**config.mk**
```make
export PLATFORM = sky130hd
export DESIGN_NAME = jtag_tap_ctrl
export DESIGN_NICKNAME = d
export VERILOG_FILES = /design/src/rtl/jtag_tap_pkg.sv /design/src/rtl/jtag_tap_fsm.sv /design/src/rtl/jtag_tap_ctrl.sv
export SDC_FILE = /design/constraint.sdc
export NUM_CORES = 1
export LEC_CHECK = 0
export CAP_MARGIN = 10
export CORE_UTILIZATION = 40
export CTS_BUF_LIST = sky130_fd_sc_hd__clkbuf_8 sky130_fd_sc_hd__clkbuf_16
export CTS_CLUSTER_DIAMETER = 100
export DETAILED_ROUTE_END_ITERATION = 16
export MAX_ROUTING_LAYER = met4
export PLACE_DENSITY = 0.65
export SLEW_MARGIN = 0
export SYNTH_ARGS = -nofsm -noshare
export SYNTH_HDL_FRONTEND = slang
export SYNTH_SLANG_ARGS = --single-unit
```
**constraint.sdc**
```tcl
create_clock -name tck_i -period 3 [get_ports tck_i]
set_input_delay 0.9 -clock tck_i [delete_from_list [all_inputs] [get_ports tck_i]]
set_output_delay 0.9 -clock tck_i [all_outputs]
set_load 0.02 [all_outputs]
```
**src/rtl/jtag_tap_pkg.sv**
```systemverilog
// Shared types for the debug TAP: state encoding, opcodes, DR selects and next-state rule.
// JTAG_TAP_CTRL_IDCODE_EN selects the IDCODE reset opcode (BYPASS otherwise).
package jtag_tap_pkg;

   // Standard IEEE 1149.1 state encoding, visible on the debug port
   typedef enum logic [3:0] {
      EXIT2_DR         = 4'h0,
      EXIT1_DR         = 4'h1,
      SHIFT_DR         = 4'h2,
      PAUSE_DR         = 4'h3,
      SELECT_IR_SCAN   = 4'h4,
      UPDATE_DR        = 4'h5,
      CAPTURE_DR       = 4'h6,
      SELECT_DR_SCAN   = 4'h7,
      EXIT2_IR         = 4'h8,
      EXIT1_IR         = 4'h9,
      SHIFT_IR         = 4'hA,
      PAUSE_IR         = 4'hB,
      RUN_TEST_IDLE    = 4'hC,
      UPDATE_IR        = 4'hD,
      CAPTURE_IR       = 4'hE,
      TEST_LOGIC_RESET = 4'hF
   } tap_state_e;

   typedef enum logic [2:0] {
      SEL_BYPASS,
      SEL_IDCODE,
      SEL_MEMORY,
      SEL_FIFO,
      SEL_CONFREG
   } dr_sel_e;

   localparam logic [3:0] OP_EXTEST         = 4'b0000;
   localparam logic [3:0] OP_SAMPLE_PRELOAD = 4'b0001;
   localparam logic [3:0] OP_IDCODE         = 4'b0010;
   localparam logic [3:0] OP_MEMORY_ACCESS  = 4'b0100;
   localparam logic [3:0] OP_FIFO_ACCESS    = 4'b0101;
   localparam logic [3:0] OP_CONFREG_ACCESS = 4'b0110;
   localparam logic [3:0] OP_BYPASS         = 4'b1111;
   localparam logic [3:0] IR_CAPTURE_VALUE  = 4'b0101;

`ifdef JTAG_TAP_CTRL_IDCODE_EN
   localparam logic [3:0] OP_RESET = OP_IDCODE;
`else
   localparam logic [3:0] OP_RESET = OP_BYPASS;
`endif

   function automatic tap_state_e tap_next(input tap_state_e s, input logic tms);
      case (s)
         TEST_LOGIC_RESET: tap_next = tms ? TEST_LOGIC_RESET : RUN_TEST_IDLE;
         RUN_TEST_IDLE:    tap_next = tms ? SELECT_DR_SCAN   : RUN_TEST_IDLE;
         SELECT_DR_SCAN:   tap_next = tms ? SELECT_IR_SCAN   : CAPTURE_DR;
         CAPTURE_DR:       tap_next = tms ? EXIT1_DR         : SHIFT_DR;
         SHIFT_DR:         tap_next = tms ? EXIT1_DR         : SHIFT_DR;
         EXIT1_DR:         tap_next = tms ? UPDATE_DR        : PAUSE_DR;
         PAUSE_DR:         tap_next = tms ? EXIT2_DR         : PAUSE_DR;
         EXIT2_DR:         tap_next = tms ? UPDATE_DR        : SHIFT_DR;
         UPDATE_DR:        tap_next = tms ? SELECT_DR_SCAN   : RUN_TEST_IDLE;
         SELECT_IR_SCAN:   tap_next = tms ? TEST_LOGIC_RESET : CAPTURE_IR;
         CAPTURE_IR:       tap_next = tms ? EXIT1_IR         : SHIFT_IR;
         SHIFT_IR:         tap_next = tms ? EXIT1_IR         : SHIFT_IR;
         EXIT1_IR:         tap_next = tms ? UPDATE_IR        : PAUSE_IR;
         PAUSE_IR:         tap_next = tms ? EXIT2_IR         : PAUSE_IR;
         EXIT2_IR:         tap_next = tms ? UPDATE_IR        : SHIFT_IR;
         UPDATE_IR:        tap_next = tms ? SELECT_DR_SCAN   : RUN_TEST_IDLE;
         default:          tap_next = TEST_LOGIC_RESET;
      endcase
   endfunction

endpackage

```
**src/rtl/jtag_tap_fsm.sv**
```systemverilog
// 16-state TAP state machine with registered DR strobes that track the current state.
// Unaffected by JTAG_TAP_CTRL_IDCODE_EN.
module jtag_tap_fsm
   import jtag_tap_pkg::*;
(
   input  logic       tck_i,
   input  logic       trst_ni,
   input  logic       tms_i,
   output tap_state_e state_o,
   output logic       shift_dr_o,
   output logic       capture_dr_o,
   output logic       update_dr_o
);

   tap_state_e next_state;

   assign next_state = tap_next(state_o, tms_i);

   // Strobes are registered from the next state so they line up exactly with state_o
   always_ff @(posedge tck_i or negedge trst_ni) begin
      if (!trst_ni) begin
         state_o      <= TEST_LOGIC_RESET;
         shift_dr_o   <= 1'b0;
         capture_dr_o <= 1'b0;
         update_dr_o  <= 1'b0;
      end else begin
         state_o      <= next_state;
         shift_dr_o   <= (next_state == SHIFT_DR);
         capture_dr_o <= (next_state == CAPTURE_DR);
         update_dr_o  <= (next_state == UPDATE_DR);
      end
   end

endmodule

```
**src/rtl/jtag_tap_ctrl.sv**
```systemverilog
// TAP controller for the debug scan chain: FSM, instruction register, DR selects, TDO mux.
// Define JTAG_TAP_CTRL_IDCODE_EN to include the IDCODE register and make IDCODE the reset opcode.
module jtag_tap_ctrl
   import jtag_tap_pkg::*;
#(
   parameter int IR_WIDTH = 4
`ifdef JTAG_TAP_CTRL_IDCODE_EN
   ,
   parameter logic [31:0] IDCODE_VALUE = 32'h1000_0DB3
`endif
) (
   input  logic       tck_i,
   input  logic       trst_ni,
   input  logic       tms_i,
   input  logic       td_i,
   output logic       td_o,
   output logic       tdo_oe_o,
   output logic       shift_dr_o,
   output logic       capture_dr_o,
   output logic       update_dr_o,
   output logic       memory_sel_o,
   output logic       fifo_sel_o,
   output logic       confreg_sel_o,
   output logic       scan_in_o,
   input  logic       memory_out_i,
   input  logic       fifo_out_i,
   input  logic       confreg_out_i,
   output logic [3:0] tap_state_o
);

   tap_state_e          state;
   logic [IR_WIDTH-1:0] ir_sr;
   logic [IR_WIDTH-1:0] ir;
   logic                bypass_q;
   dr_sel_e             dr_sel;
   logic                dr_tdo;

   jtag_tap_fsm u_fsm (
      .tck_i        (tck_i),
      .trst_ni      (trst_ni),
      .tms_i        (tms_i),
      .state_o      (state),
      .shift_dr_o   (shift_dr_o),
      .capture_dr_o (capture_dr_o),
      .update_dr_o  (update_dr_o)
   );

   assign tap_state_o = state;
   assign scan_in_o   = td_i;

   always_ff @(posedge tck_i or negedge trst_ni) begin
      if (!trst_ni) begin
         ir_sr <= '0;
      end else if (state == CAPTURE_IR) begin
         ir_sr <= IR_WIDTH'(IR_CAPTURE_VALUE);
      end else if (state == SHIFT_IR) begin
         ir_sr <= {td_i, ir_sr[IR_WIDTH-1:1]};
      end
   end

   // IR moves on the falling edge so the new selects settle before the next rising edge
   always_ff @(negedge tck_i or negedge trst_ni) begin
      if (!trst_ni) begin
         ir <= IR_WIDTH'(OP_RESET);
      end else if (state == TEST_LOGIC_RESET) begin
         ir <= IR_WIDTH'(OP_RESET);
      end else if (state == UPDATE_IR) begin
         ir <= ir_sr;
      end
   end

   always_comb begin
      dr_sel = SEL_BYPASS;
      case (ir)
         IR_WIDTH'(OP_MEMORY_ACCESS):  dr_sel = SEL_MEMORY;
         IR_WIDTH'(OP_FIFO_ACCESS):    dr_sel = SEL_FIFO;
         IR_WIDTH'(OP_CONFREG_ACCESS): dr_sel = SEL_CONFREG;
`ifdef JTAG_TAP_CTRL_IDCODE_EN
         IR_WIDTH'(OP_IDCODE):         dr_sel = SEL_IDCODE;
`else
         IR_WIDTH'(OP_IDCODE):         dr_sel = SEL_BYPASS;
`endif
         IR_WIDTH'(OP_EXTEST),
         IR_WIDTH'(OP_SAMPLE_PRELOAD),
         IR_WIDTH'(OP_BYPASS):         dr_sel = SEL_BYPASS;
         default:                      dr_sel = SEL_BYPASS;
      endcase
   end

   assign memory_sel_o  = (dr_sel == SEL_MEMORY);
   assign fifo_sel_o    = (dr_sel == SEL_FIFO);
   assign confreg_sel_o = (dr_sel == SEL_CONFREG);

   always_ff @(posedge tck_i or negedge trst_ni) begin
      if (!trst_ni) begin
         bypass_q <= 1'b0;
      end else if (state == CAPTURE_DR) begin
         bypass_q <= 1'b0;
      end else if (state == SHIFT_DR && dr_sel == SEL_BYPASS) begin
         bypass_q <= td_i;
      end
   end

`ifdef JTAG_TAP_CTRL_IDCODE_EN
   logic [31:0] idcode_sr;

   always_ff @(posedge tck_i or negedge trst_ni) begin
      if (!trst_ni) begin
         idcode_sr <= IDCODE_VALUE;
      end else if (state == CAPTURE_DR) begin
         idcode_sr <= IDCODE_VALUE;
      end else if (state == SHIFT_DR && dr_sel == SEL_IDCODE) begin
         idcode_sr <= {td_i, idcode_sr[31:1]};
      end
   end
`endif

   always_comb begin
      dr_tdo = bypass_q;
      case (dr_sel)
         SEL_MEMORY:  dr_tdo = memory_out_i;
         SEL_FIFO:    dr_tdo = fifo_out_i;
         SEL_CONFREG: dr_tdo = confreg_out_i;
`ifdef JTAG_TAP_CTRL_IDCODE_EN
         SEL_IDCODE:  dr_tdo = idcode_sr[0];
`endif
         default:     dr_tdo = bypass_q;
      endcase
   end

   always_ff @(negedge tck_i or negedge trst_ni) begin
      if (!trst_ni) begin
         td_o     <= 1'b0;
         tdo_oe_o <= 1'b0;
      end else begin
         if (state == SHIFT_IR) begin
            td_o <= ir_sr[0];
         end else if (state == SHIFT_DR) begin
            td_o <= dr_tdo;
         end else begin
            td_o <= 1'b0;
         end
         tdo_oe_o <= (state == SHIFT_IR) || (state == SHIFT_DR);
      end
   end

endmodule

```
==> metrics <==
status finished with violations; failing checks setup timing; clk slew on worst S/H paths 60 ps; RSZ-0062 raised after global routing true; M1 WL 863 µm; first-pass GRT wire length 3.26 mm; Post-DRT Antenna Nets 0; layout cells sized above 1 0.320; CTS Sinks 18; final hold slack 526 ps; Worst Max-Slew Pin Slew 346 ps; Final nets 136; Die ar. 0.00237 mm²; area of the multi-input gates 423 µm²; required time worst endpoint 2100 ps; RePlAce Congestion 0.728; pin count of the biggest net entering global routing 15; pre-CTS setup slack -823 ps; Num CTS Buffers 3; fillers 171; crit end category primary output; Finished Core Util 0.649; Reg2Reg Depth 4; DIE WIDTH 48.7 µm; I/O Buffers 19; Hold Crit Start ir_sr[1]; overall via count from detail_route 752; commonest cells after routing, fill and taps aside buf_4, nand2_1, o21ai_0, clkdlybuf4s50_1; max-cap violations 0; vias in the first global route 762; setup slack after layout -666 ps; maximum vdd drop 0.000558 V; DP HPWL 1.28 mm; r2r startpoint ir[2]; Longest Clk Path Bufs 2; Unique masters post-synth 29; Synth top area share 0.241; cell count after synthesis 92; CP max FO 4; CTS tree built; Mapped Avg Cell Area 9.48 µm²; Die Height 48.7 µm; PD cells 1080 mW/mm²; initial antenna violation count 0; sequential cell area fraction in the yosys report 0.528; Crit Path Class flop to primary output; Pins Over Slew Limit 0; Area contributors post-synth dfstp_2, dfrtp_1, o21ai_0, nand2_1, dfrtn_1; hold crit path type flop to flop; core area 0.00200 mm²; grt ovf 0; #FFs+latches synth 18; Via density 4.85; Synthesized Nets 99; Seq. cell area 460 µm²; Top Layer Used met4; post-cts hold buffer count 0; Routed Wire Length 1.81 mm; wire per inst 11.7 µm; Layout area overhead 48.9%; WHS Path Cells 2; Fin. Hold Viols 0; Worst Clk Skew 61.7 ps; Cell Rows 16; total power 1.41 mW; post-synth top area cell dfstp_2; ANT cells 0; Worst Setup SP ir[2]; synth warn 0; # setup viols final 5; clk root buf clkbuf_8; gr usage total 0.186; Worst-Skew Late Latency 310 ps; initial core utilization 0.436; metal3 WL 71 µm; met2 wire len 844 µm; Cell Area, Synth 872 µm²; commonest non-fill, non-tap cell in the layout buf_4; 1st-pass router iterations 4; critical path startpoint category flop; Max transition margin 0.769; DR iter-0 viols 11; H-tree lvl count 1; DRC 0; Worst EP arrival 2770 ps; # IOs 20; Static Leak 0.580 nW
[where the power goes]
group	switching, mW	leakage (nW)	internal [mW]	total (mW)
Clock	0.0896	0.0482	0.0979	0.187
Combinational	0.371	0.316	0.380	0.751
Sequential	0.0844	0.215	0.385	0.470
Total	0.545	0.580	0.863	1.41
[per-stage QoR]
| step | TNS, ps | cell area, µm² | cells |
|---|---|---|---|
| after global placement | -3770 | 1200 | 146 |
| after CTS | -2330 | 1280 | 154 |
| final | -2290 | 1300 | 155 |
| after global routing | -2510 | 1300 | 155 |
| after floorplan | -1030 | 920 | 92 |
| after detailed placement | -3710 | 1200 | 146 |
[worst paths after layout]
path | to | slack (ps)
worst max register to register | bypass_q | 240
min in group asynchronous | u_fsm.shift_dr_o | 1100
worst max-delay path | fifo_sel_o | -670
max in group asynchronous | td_o | 390
worst min register to register | ir_sr[1] | 530
worst min-delay path | ir_sr[1] | 530
[layer usage]
layer / GRT usage / up-vias
met3: 0.0283 / 4
met4: 0.103 / 0
li1: - / 388
met5: - / -
met2: 0.292 / 18
met1: 0.228 / 342
[cells by family (layout without fill, tap and decap cells)]
family,count (synthesis),in the layout,synth area share
flip-flops,18,18,0.528
buffers and inverters,10,46,0.0617
AND/OR/NAND/NOR,40,40,0.241
multiplexers,1,1,0.0129
AO/OA/AOI/OAI,23,23,0.156
[registers in the layout, indices dropped and copies added, names as in the netlist]
register and cells:
u_fsm.capture_dr_o 1, tdo_oe_o 1, td_o 1, ir_sr 4, u_fsm.shift_dr_o 1, bypass_q 1
u_fsm.state_o 4, ir 4, u_fsm.update_dr_o 1
[synth_stat cells (all sizes together)]
cell and count:
a2111oi 1, or3b 1, nand2 14, nand3b 1
o31ai 1, nor3b 4, o22ai 1, o21ai 13
a21oi 3, mux2 1, nor2b 2, a221o 1
nor4b 2, buf 6, nand3 2, o21a 1
inv 4, dfrtp 8, a21o 1, nor2 7
dfrtn 2, dfstp 8, nor4 1, nor3 1
a32oi 1, nand2b 5
[critical path, cell delays in order (launching register included)]
cell and delay (ps):
dfstp_2 540, nand2b_4 90, nor3b_4 180, buf_6 140
[cell type report]
type	count	share of cell area
Clock buffer	3	0.0318
Clock inverter	5	0.0145
Inverter	3	0.00867
Multi-Input combinational cell	64	0.326
Sequential cell	18	0.355
Tap cell	27	0.0260
Timing Repair Buffer	35	0.239
[what timing repair did]
action | 4_1_cts | 5_1_grt
setup endpoints to repair | 6 | 6
buffers inserted | 1 | 1
resized for setup | 38 | 2
pin swaps | 4 | 3
Note: power is estimated with default switching activity, not from simulation.
